**src/rtl/pipe_ctrl_pkg.sv**
```systemverilog
// pipe_ctrl_pkg
// Shared types and default constants for the pipeline sequencing controller.
//   pipe_state_t      : controller state (RUN, DRAIN, HALTED)
//   DEF_REG_ADDR_W    : default register-index width
//   DEF_DRAIN_CYC     : default drain length after a halt leaves ID
//   DEF_CNT_W         : default performance counter width
package pipe_ctrl_pkg;

    typedef enum logic [1:0] {
        RUN    = 2'd0,
        DRAIN  = 2'd1,
        HALTED = 2'd2
    } pipe_state_t;

    localparam int DEF_REG_ADDR_W = 5;
    localparam int DEF_DRAIN_CYC  = 3;
    localparam int DEF_CNT_W      = 16;

endpackage

```
**src/rtl/sat_counter.sv**
```systemverilog
// sat_counter
// Up-counter that sticks at its all-ones value instead of wrapping.
// Ports:
//   clk    in  1      rising-edge clock
//   reset  in  1      asynchronous active-low clear
//   inc    in  1      count one event this cycle
//   count  out WIDTH  current (saturated) count
module sat_counter #(
    parameter int WIDTH = 16
) (
    input  logic             clk,
    input  logic             reset,
    input  logic             inc,
    output logic [WIDTH-1:0] count
);

    // Count events until every bit is set, then hold there.
    always_ff @(posedge clk or negedge reset) begin
        if (!reset) begin
            count <= '0;
        end else if (inc && (count != {WIDTH{1'b1}})) begin
            count <= count + 1'b1;
        end
    end

endmodule

```
**src/rtl/pipe_ctrl.sv**
```systemverilog
// pipe_ctrl
// Sequencing controller for the in-order 5-stage pipeline. Produces per-stage
// load enables, bubble-insert flushes and the PC redirect select, arbitrating
// memory-busy freezes, taken-branch flushes, load-use stalls and halt draining.
// Ports:
//   clk, reset                 clock, asynchronous active-low reset
//   mem_busy                   MEM access still in progress (freeze all)
//   branch_taken               EX resolved a taken branch/jump
//   ex_is_load, ex_rd          load in EX and its destination register
//   id_rs1/2, id_use_rs1/2     ID source registers and their use flags
//   halt_req                   ID holds a halt instruction
//   resume                     restart pulse from HALTED
//   en_if..en_wb               pipeline register load enables
//   flush_id, flush_ex         IF/ID and ID/EX bubble inserts
//   pc_sel                     1 selects the branch target for the PC
//   halted                     pipeline drained and stopped
//   stall_cnt, flush_cnt       saturating event counters
module pipe_ctrl
    import pipe_ctrl_pkg::*;
#(
    parameter int REG_ADDR_W = DEF_REG_ADDR_W,
    parameter int DRAIN_CYC  = DEF_DRAIN_CYC,
    parameter int CNT_W      = DEF_CNT_W
) (
    input  logic                  clk,
    input  logic                  reset,
    input  logic                  mem_busy,
    input  logic                  branch_taken,
    input  logic                  ex_is_load,
    input  logic [REG_ADDR_W-1:0] ex_rd,
    input  logic [REG_ADDR_W-1:0] id_rs1,
    input  logic [REG_ADDR_W-1:0] id_rs2,
    input  logic                  id_use_rs1,
    input  logic                  id_use_rs2,
    input  logic                  halt_req,
    input  logic                  resume,
    output logic                  en_if,
    output logic                  en_id,
    output logic                  en_ex,
    output logic                  en_mem,
    output logic                  en_wb,
    output logic                  flush_id,
    output logic                  flush_ex,
    output logic                  pc_sel,
    output logic                  halted,
    output logic [CNT_W-1:0]      stall_cnt,
    output logic [CNT_W-1:0]      flush_cnt
);

    localparam int DW = (DRAIN_CYC < 2) ? 1 : $clog2(DRAIN_CYC + 1);

    pipe_state_t   state, state_nxt;
    logic [DW-1:0] drain_cnt, drain_nxt;
    logic          load_use;
    logic          stall_inc, flush_inc;

    // Register x0 is hardwired to zero, so a load targeting it never creates
    // a real dependency.
    assign load_use = ex_is_load && (ex_rd != '0) &&
                      ((id_use_rs1 && (ex_rd == id_rs1)) ||
                       (id_use_rs2 && (ex_rd == id_rs2)));

    always_ff @(posedge clk or negedge reset) begin
        if (!reset) begin
            state     <= RUN;
            drain_cnt <= '0;
        end else begin
            state     <= state_nxt;
            drain_cnt <= drain_nxt;
        end
    end

    // Output decode and next state. Everything defaults to a frozen pipeline
    // so that an asserted reset forces all controls low without waiting for
    // a clock edge.
    always_comb begin
        en_if     = 1'b0;
        en_id     = 1'b0;
        en_ex     = 1'b0;
        en_mem    = 1'b0;
        en_wb     = 1'b0;
        flush_id  = 1'b0;
        flush_ex  = 1'b0;
        pc_sel    = 1'b0;
        stall_inc = 1'b0;
        flush_inc = 1'b0;
        state_nxt = state;
        drain_nxt = drain_cnt;

        if (reset) begin
            unique case (state)
                RUN: begin
                    if (mem_busy) begin
                        // Everything frozen; a pending branch stays in EX.
                        stall_inc = 1'b1;
                    end else if (branch_taken) begin
                        {en_if, en_id, en_ex, en_mem, en_wb} = 5'b11111;
                        flush_id  = 1'b1;
                        flush_ex  = 1'b1;
                        pc_sel    = 1'b1;
                        flush_inc = 1'b1;
                    end else if (load_use) begin
                        // Hold IF and ID, push one bubble into EX.
                        {en_ex, en_mem, en_wb} = 3'b111;
                        flush_ex  = 1'b1;
                        stall_inc = 1'b1;
                    end else if (halt_req) begin
                        {en_if, en_id, en_ex, en_mem, en_wb} = 5'b11111;
                        state_nxt = DRAIN;
                        drain_nxt = DW'(DRAIN_CYC);
                    end else begin
                        {en_if, en_id, en_ex, en_mem, en_wb} = 5'b11111;
                    end
                end

                DRAIN: begin
                    if (mem_busy) begin
                        stall_inc = 1'b1;
                    end else if (branch_taken) begin
                        // The halt is younger than the branch, so it gets
                        // flushed and normal execution resumes.
                        {en_if, en_id, en_ex, en_mem, en_wb} = 5'b11111;
                        flush_id  = 1'b1;
                        flush_ex  = 1'b1;
                        pc_sel    = 1'b1;
                        flush_inc = 1'b1;
                        state_nxt = RUN;
                        drain_nxt = '0;
                    end else begin
                        // Fetch stopped; bubbles enter ID while the older
                        // instructions retire.
                        {en_id, en_ex, en_mem, en_wb} = 4'b1111;
                        flush_id  = 1'b1;
                        drain_nxt = drain_cnt - 1'b1;
                        if (drain_cnt == DW'(1)) begin
                            state_nxt = HALTED;
                        end
                    end
                end

                HALTED: begin
                    if (resume) begin
                        state_nxt = RUN;
                    end
                end

                default: begin
                    state_nxt = RUN;
                    drain_nxt = '0;
                end
            endcase
        end
    end

    assign halted = reset && (state == HALTED);

    sat_counter #(.WIDTH(CNT_W)) u_stall_cnt (
        .clk   (clk),
        .reset (reset),
        .inc   (stall_inc),
        .count (stall_cnt)
    );

    sat_counter #(.WIDTH(CNT_W)) u_flush_cnt (
        .clk   (clk),
        .reset (reset),
        .inc   (flush_inc),
        .count (flush_cnt)
    );

endmodule

```
**config.mk**
```make
export PLATFORM = sky130hd
export DESIGN_NAME = pipe_ctrl
export DESIGN_NICKNAME = d
export VERILOG_FILES = /design/src/rtl/pipe_ctrl_pkg.sv /design/src/rtl/sat_counter.sv /design/src/rtl/pipe_ctrl.sv
export SDC_FILE = /design/constraint.sdc
export NUM_CORES = 1
export LEC_CHECK = 0
export ABC_AREA = 1
export CAP_MARGIN = 20
export CELL_PAD_IN_SITES_DETAIL_PLACEMENT = 0
export CELL_PAD_IN_SITES_GLOBAL_PLACEMENT = 1
export CORE_MARGIN = 5
export CORE_UTILIZATION = 34
export DETAILED_ROUTE_END_ITERATION = 7
export PLACE_DENSITY_LB_ADDON = 0.1
export SYNTH_ARGS = -nofsm -noshare
export SYNTH_HDL_FRONTEND = slang
export SYNTH_SLANG_ARGS = --single-unit
```
**constraint.sdc**
```tcl
create_clock -name clk -period 2.3 [get_ports clk]
set_clock_uncertainty 0.15 [all_clocks]
set_input_delay 0.345 -clock clk [delete_from_list [all_inputs] [get_ports clk]]
set_output_delay 0.345 -clock clk [all_outputs]
set_load 0.01 [all_outputs]
```
### After elaboration in Yosys (flattened, before gate mapping)

Cells that the tools add are included.

| storage, ports and cells | value |
|---|---|
| flip-flop bits (word level) | 36 |
| latch bits | 0 |
| RAM bits | 0 |
| bits in read-only memories | 0 |
| input port bits | 24 |
| output and inout bits | 41 |
| word-level logic and storage cells | 77 |
| memories kept | 0 |

| cells by class | value |
|---|---|
| $add $sub $neg | 3 |
| multiply operators | 0 |
| div/mod/pow operators | 0 |
| order comparisons | 0 |
| equal/unequal tests | 14 |
| shift operators | 0 |
| mux-type cells | 42 |
| bitwise logic cells | 1 |
| reduce and logical (&&, ||, !) cells | 13 |

Operator list:

| kind | count |
|---|---|
| 16-bit by 1-bit adder with 16-bit output (second input constant) | 2 |
| 16-bit != test (second input constant) | 2 |
| 2-bit 2-to-1 mux | 14 |
| 1-bit 2-to-1 mux | 21 |
| 2-bit != test (second input constant) | 6 |
| 2-bit one-hot mux with 3 select lines | 2 |
| 5-bit == test | 2 |
| 1-bit one-hot mux with 2 select lines | 5 |
| 8-bit AND reduction | 1 |
| 1-bit logical AND | 7 |
| 7-bit AND reduction | 1 |
| 5-bit nonzero test | 1 |
| 2-bit by 1-bit == test with 1-bit output (second input constant) | 2 |
| 3-bit != test (second input constant) | 1 |
| 2-bit == test (second input constant) | 1 |
| 2-bit logical NOT | 1 |
| 2-bit OR reduction | 1 |
| 2-bit by 1-bit subtractor with 2-bit output (second input constant) | 1 |
| 1-bit logical OR | 1 |
| 1-bit inverter | 1 |

### Logic depth before layout (Yosys ltp)

| logic depth | value |
|---|---|
| depth after elaboration | 10 |
| mapped depth | 12 |
| depth with buffers taken out | 11 |

### Cells and area by module

From an unflattened synthesis, not the netlist that was laid out.

| unflattened totals | value |
|---|---|
| cell total of the unflattened synthesis | 409 |
| area, all modules | 2,711.4 um^2 |

Modules (own cells, without submodules):

| module | instances | cells each | area each (um^2) | sequential area each (um^2) |
|---|---|---|---|---|
| sat_counter at u_flush_cnt | 1 | 149 | 1,058.5 | 400.4 |
| sat_counter at u_stall_cnt | 1 | 144 | 996.0 | 400.4 |
| pipe_ctrl | 1 | 116 | 656.9 | 100.1 |

### Worst setup path after synthesis

OpenSTA, ideal clock, no wires.

| path | value |
|---|---|
| path kind | reg-to-reg |
| start point | register u_stall_cnt.count[0] |
| end point | register u_stall_cnt.count[2] |
| setup time | 117 ps |
| arrival | 1,530 ps |
| data required time | 2,033 ps |
| setup slack | 503 ps |
| cell stages (with the launch flop) | 10 |
| path buffers | 1 |
| period minus slack after synthesis | 1,797 ps |
| cells stage by stage | dfrtp_1 > ha_1 > nand3_2 > nor2_4 > nand2_2 > nor2_4 > a31oi_4 > buf_2 > nand3_1 > nand2_1 |

| between the ends | value |
|---|---|
| longest elaborated chain between the ends | 2 |
| elaborated cells between the ends (all ways) | 3 |
| classes of those cells | 1 x add/sub; 1 x eq/ne; 1 x reduce/logical |

Ends and longest elaborated chain:

| what | RTL line | source |
|---|---|---|
| start: declaration | sat_counter.sv:14 | `output logic [WIDTH-1:0] count` |
| start signal: assignment | sat_counter.sv:22 | `count <= count + 1'b1;` |
| branches (longest 2 deep; another with 16-bit by 1-bit adder with 16-bit output) | n/a |  |

Parallel ways; which one is timed is not known.
A chain may end at the register's enable or synchronous reset.

### Final worst setup path

| path | value |
|---|---|
| start point | input branch_taken |
| end point | output pc_sel |

| between the ends | value |
|---|---|
| longest elaborated chain between the ends | 4 |

Ends and longest elaborated chain:

| what | RTL line | source |
|---|---|---|
| start: declaration | pipe_ctrl.sv:28 | `input logic branch_taken,` |
| 1-bit 2-to-1 mux | pipe_ctrl.sv:96, pipe_ctrl.sv:119 |  |
| 1-bit 2-to-1 mux | pipe_ctrl.sv:117 | `if (mem_busy) begin` |
| 1-bit 2-to-1 mux | n/a |  |
| 1-bit 2-to-1 mux | pipe_ctrl.sv:90 | `if (reset) begin` |
| end: declaration | pipe_ctrl.sv:44 | `output logic pc_sel,` |

Every way passes these cells.

==> impl_results.md <==
* Via count at 2344
* Comb power frac at 0.386
* Met2 Routed Length at 2.73 mm
* Fmax at 0.444 GHz
* Drt total wl at 6.16 mm
* Final setup margin at 0.0482 ns
* Reg area at 901 um^2
* Top cell type's share of synthesized area at 0.372
* CTS tree: built
* Overall power at 2.26 mW
* Number of fill cells at 724
* Net switching fraction of the power at 0.353
* Max layer used: met4
* Rel. slew slack at 0.665
* Status: complete, no violations
* Clock transition at the registers of the reported paths at 0.07 ns
* Synth Register Bits at 36
* Synth Area per Inst at 7.16 um^2
* Routability congestion estimate at 0.795
* Setup CP Type: in -> out
* Multi-input logic area at 1320 um^2
* Avg WL per Cell at 11.8 um
* Port bufs at 64
* WP data required at 1.80 ns
* Detailed router's first-iteration violation count at 70
* Largest area contributor in the netlist: dfrtp_1
* Area share of xor/xnor cells in the synthesized design at 0.101
* NumNets Final at 453
* MaxCap Viol Count at 0
* Simple-gate share of the synthesized area at 0.376
* Vias/cell at 4.49
* Worst Path Max Fanout at 4
* Worst-Margin Slew at 0.502 ns
* GRT overflow at 0
* H-tree depth at 2
* Main synth FF type: dfrtp_1
* Compound-Gate Fraction of Synth Area at 0.0450
* Leakage at 1.78 nW
* HP Class: in -> async
* Area grow syn2layout at 42.1%
* Synth Instances at 338
* Most frequent cell after synthesis: nand2_1
* Fin. Hold Viols at 0
* Fin crit period at 2.25 ns
* Post-Syn Area at 2420 um^2
* Die span in x at 94.4 um
* DRT Pass-1 Iters at 4
* Cts bufs inserted at 5
* Most instantiated cells after synthesis: nand2_1 (112), inv_1 (41), dfrtp_1 (36), nand3_1 (33), nor2_1 (31)
* Critical Path AT at 1.76 ns
* DRT met1 WL at 3.03 mm
* PD cells at 656 nW/um^2
* Setup Viol. Count Final at 0
* I/O pin count at 65
* Post-synth cell types at 28
* CP startpoint kind: input port
* Gr usage total at 0.142
* Clock root cell: clkbuf_8
* Crit path capture type: primary output
* Initial Util at 0.352
* DRC errors left at 0
* Mapped Nets at 365
* Initial antenna violation count at 0
* Length of routed met3 wiring at 351 um
* Psw at 796 uW
* Ant. Diodes at 0
* Die Y at 94.4 um
* Die ar. at 8910 um^2
* Vias in the first global route at 2272
* First-pass GRT wire length at 10.2 mm
* Post-synth ARST share at 1.00
* Final period util at 0.979
* Antenna Nets Post-Route at 0
* Sequential-to-total area share from yosys stat at 0.372
* YS warnings at 0
* Mux contribution to synthesized area at 0
* # rows at 30
* Post-Synth Adder-Cell Area at 0.0155
* Number of enable flip-flop cells after synthesis at 0
* DP HPWL at 4.67 mm
* Slew Viols, Final at 0
* Largest net degree at the start of global routing at 38
* Maximum vdd ir drop at 0.000453 V
* Sequential Power Share at 0.399
* Clock buffer depth at 2
* Area contributors post-synth: dfrtp_1 (37%), nand2_1 (17%), xor2_1 (7.2%)
* Core Box Area at 6870 um^2
* Largest family of logic cells by synthesized area: simple AND/OR/NAND/NOR gates
* Clk pwr share at 0.215
* CTS sink count at 36
* Pint at 1.46 mW
* DP Worst Slack at -0.435 ns
* Share of cells above drive strength 1 at 0.138
* Clk_lat worst skew at 0.28 ns
* RSZ-0062 raised after global routing: false
-- cells by family after synthesis --
| kind of cell | Yosys count |
|---|---|
| xor gates and xnor gates | 28 |
| and+or+nand+nor | 203 |
| adders and majority gates | 3 |
| DFF | 36 |
| buffers and inverters | 51 |
| AOI/OAI and AO/OA | 17 |
-- metrics by stage --
| stage | cells | utilization | hold slack [ns] | TNS (ns) | cell area, um^2 |
|---|---|---|---|---|---|
| after floorplan | 338 | - | -0.101 | 0 | 2420 |
| after global placement | 514 | 0.481 | 0.315 | -1.14 | 3300 |
| after detailed placement | 514 | 0.481 | 0.327 | -1.21 | 3300 |
| after CTS | 522 | 0.494 | 0.0127 | 0 | 3390 |
| after global routing | 522 | 0.501 | 0.0323 | 0 | 3440 |
| final | 522 | 0.501 | 0.00153 | 0 | 3440 |
-- critical path, stage by stage --
cell and delay [ns]:
clkdlybuf4s50_1 0.55, inv_2 0.08, buf_4 0.15, nor2_4 0.09, clkdlybuf4s50_1 0.53
-- power by group through the flow --
stage,clock (mW),sequential [mW],combinational [mW]
finish,0.484,0.901,0.871
global route,0.525,0.927,0.984
CTS,0.513,0.902,0.880
detailed placement,0,0.911,0.883
global placement,0,0.909,0.878
floorplan,0,0.931,0.410
-- final cells by class --
| class | count | share of cell area |
|---|---|---|
| Multi-Input combinational cell | 251 | 0.384 |
| Sequential cell | 36 | 0.262 |
| Timing Repair Buffer | 87 | 0.242 |
| Clock buffer | 7 | 0.0280 |
| Tap cell | 96 | 0.0349 |
| Inverter | 45 | 0.0491 |
-- path summary, 6_finish.rpt --
path / slack, ns / from / to / cells after the start
max: 0.05 / branch_taken / pc_sel / 5
min: 0.002 / reset / u_stall_cnt.count[9] / 2
max reg2reg: 0.28 / u_stall_cnt.count[0] / u_stall_cnt.count[0] / 9
min reg2reg: 0.34 / drain_cnt[1] / drain_cnt[1] / 2
max in group asynchronous: 1.65 / reset / u_stall_cnt.count[0] / 2
min in group clk: 0.34 / drain_cnt[1] / drain_cnt[1] / 2
-- flip-flops by register name, indices dropped and copies added (netlist names) --
signal and flops:
state 2, u_stall_cnt.count 16, u_flush_cnt.count 16, drain_cnt 2
-- placed cells by master (no fill, tap or decap), types with 4 or more instances in the layout --
cell	instances
nand4_1	7
nor2_1	30
buf_2	4
clkdlybuf4s50_1	43
nor3_1	4
inv_2	5
nand2_2	4
buf_4	21
nand3_1	32
clkbuf_8	7
dlymetal6s2s_1	12
dfrtp_1	36
nor3_2	5
xnor2_1	8
nand2_1	111
inv_1	40
dlygate4sd2_1	5
xor2_1	20
o21ai_0	9
-- metal layers --
metal / track usage / up-vias
li1: - / 1231
met4: 0.0349 / 0
met3: 0.0390 / 4
met5: 0 / -
met1: 0.195 / 1061
met2: 0.220 / 48
-- what timing repair did --
action	in CTS	in global routing
gates resized for setup	19	17
endpoints found under the setup margin	4	4
pin swaps	4	14
buffers inserted	1	0
hold buffers	0	0
(Power assumes the default switching activity.)
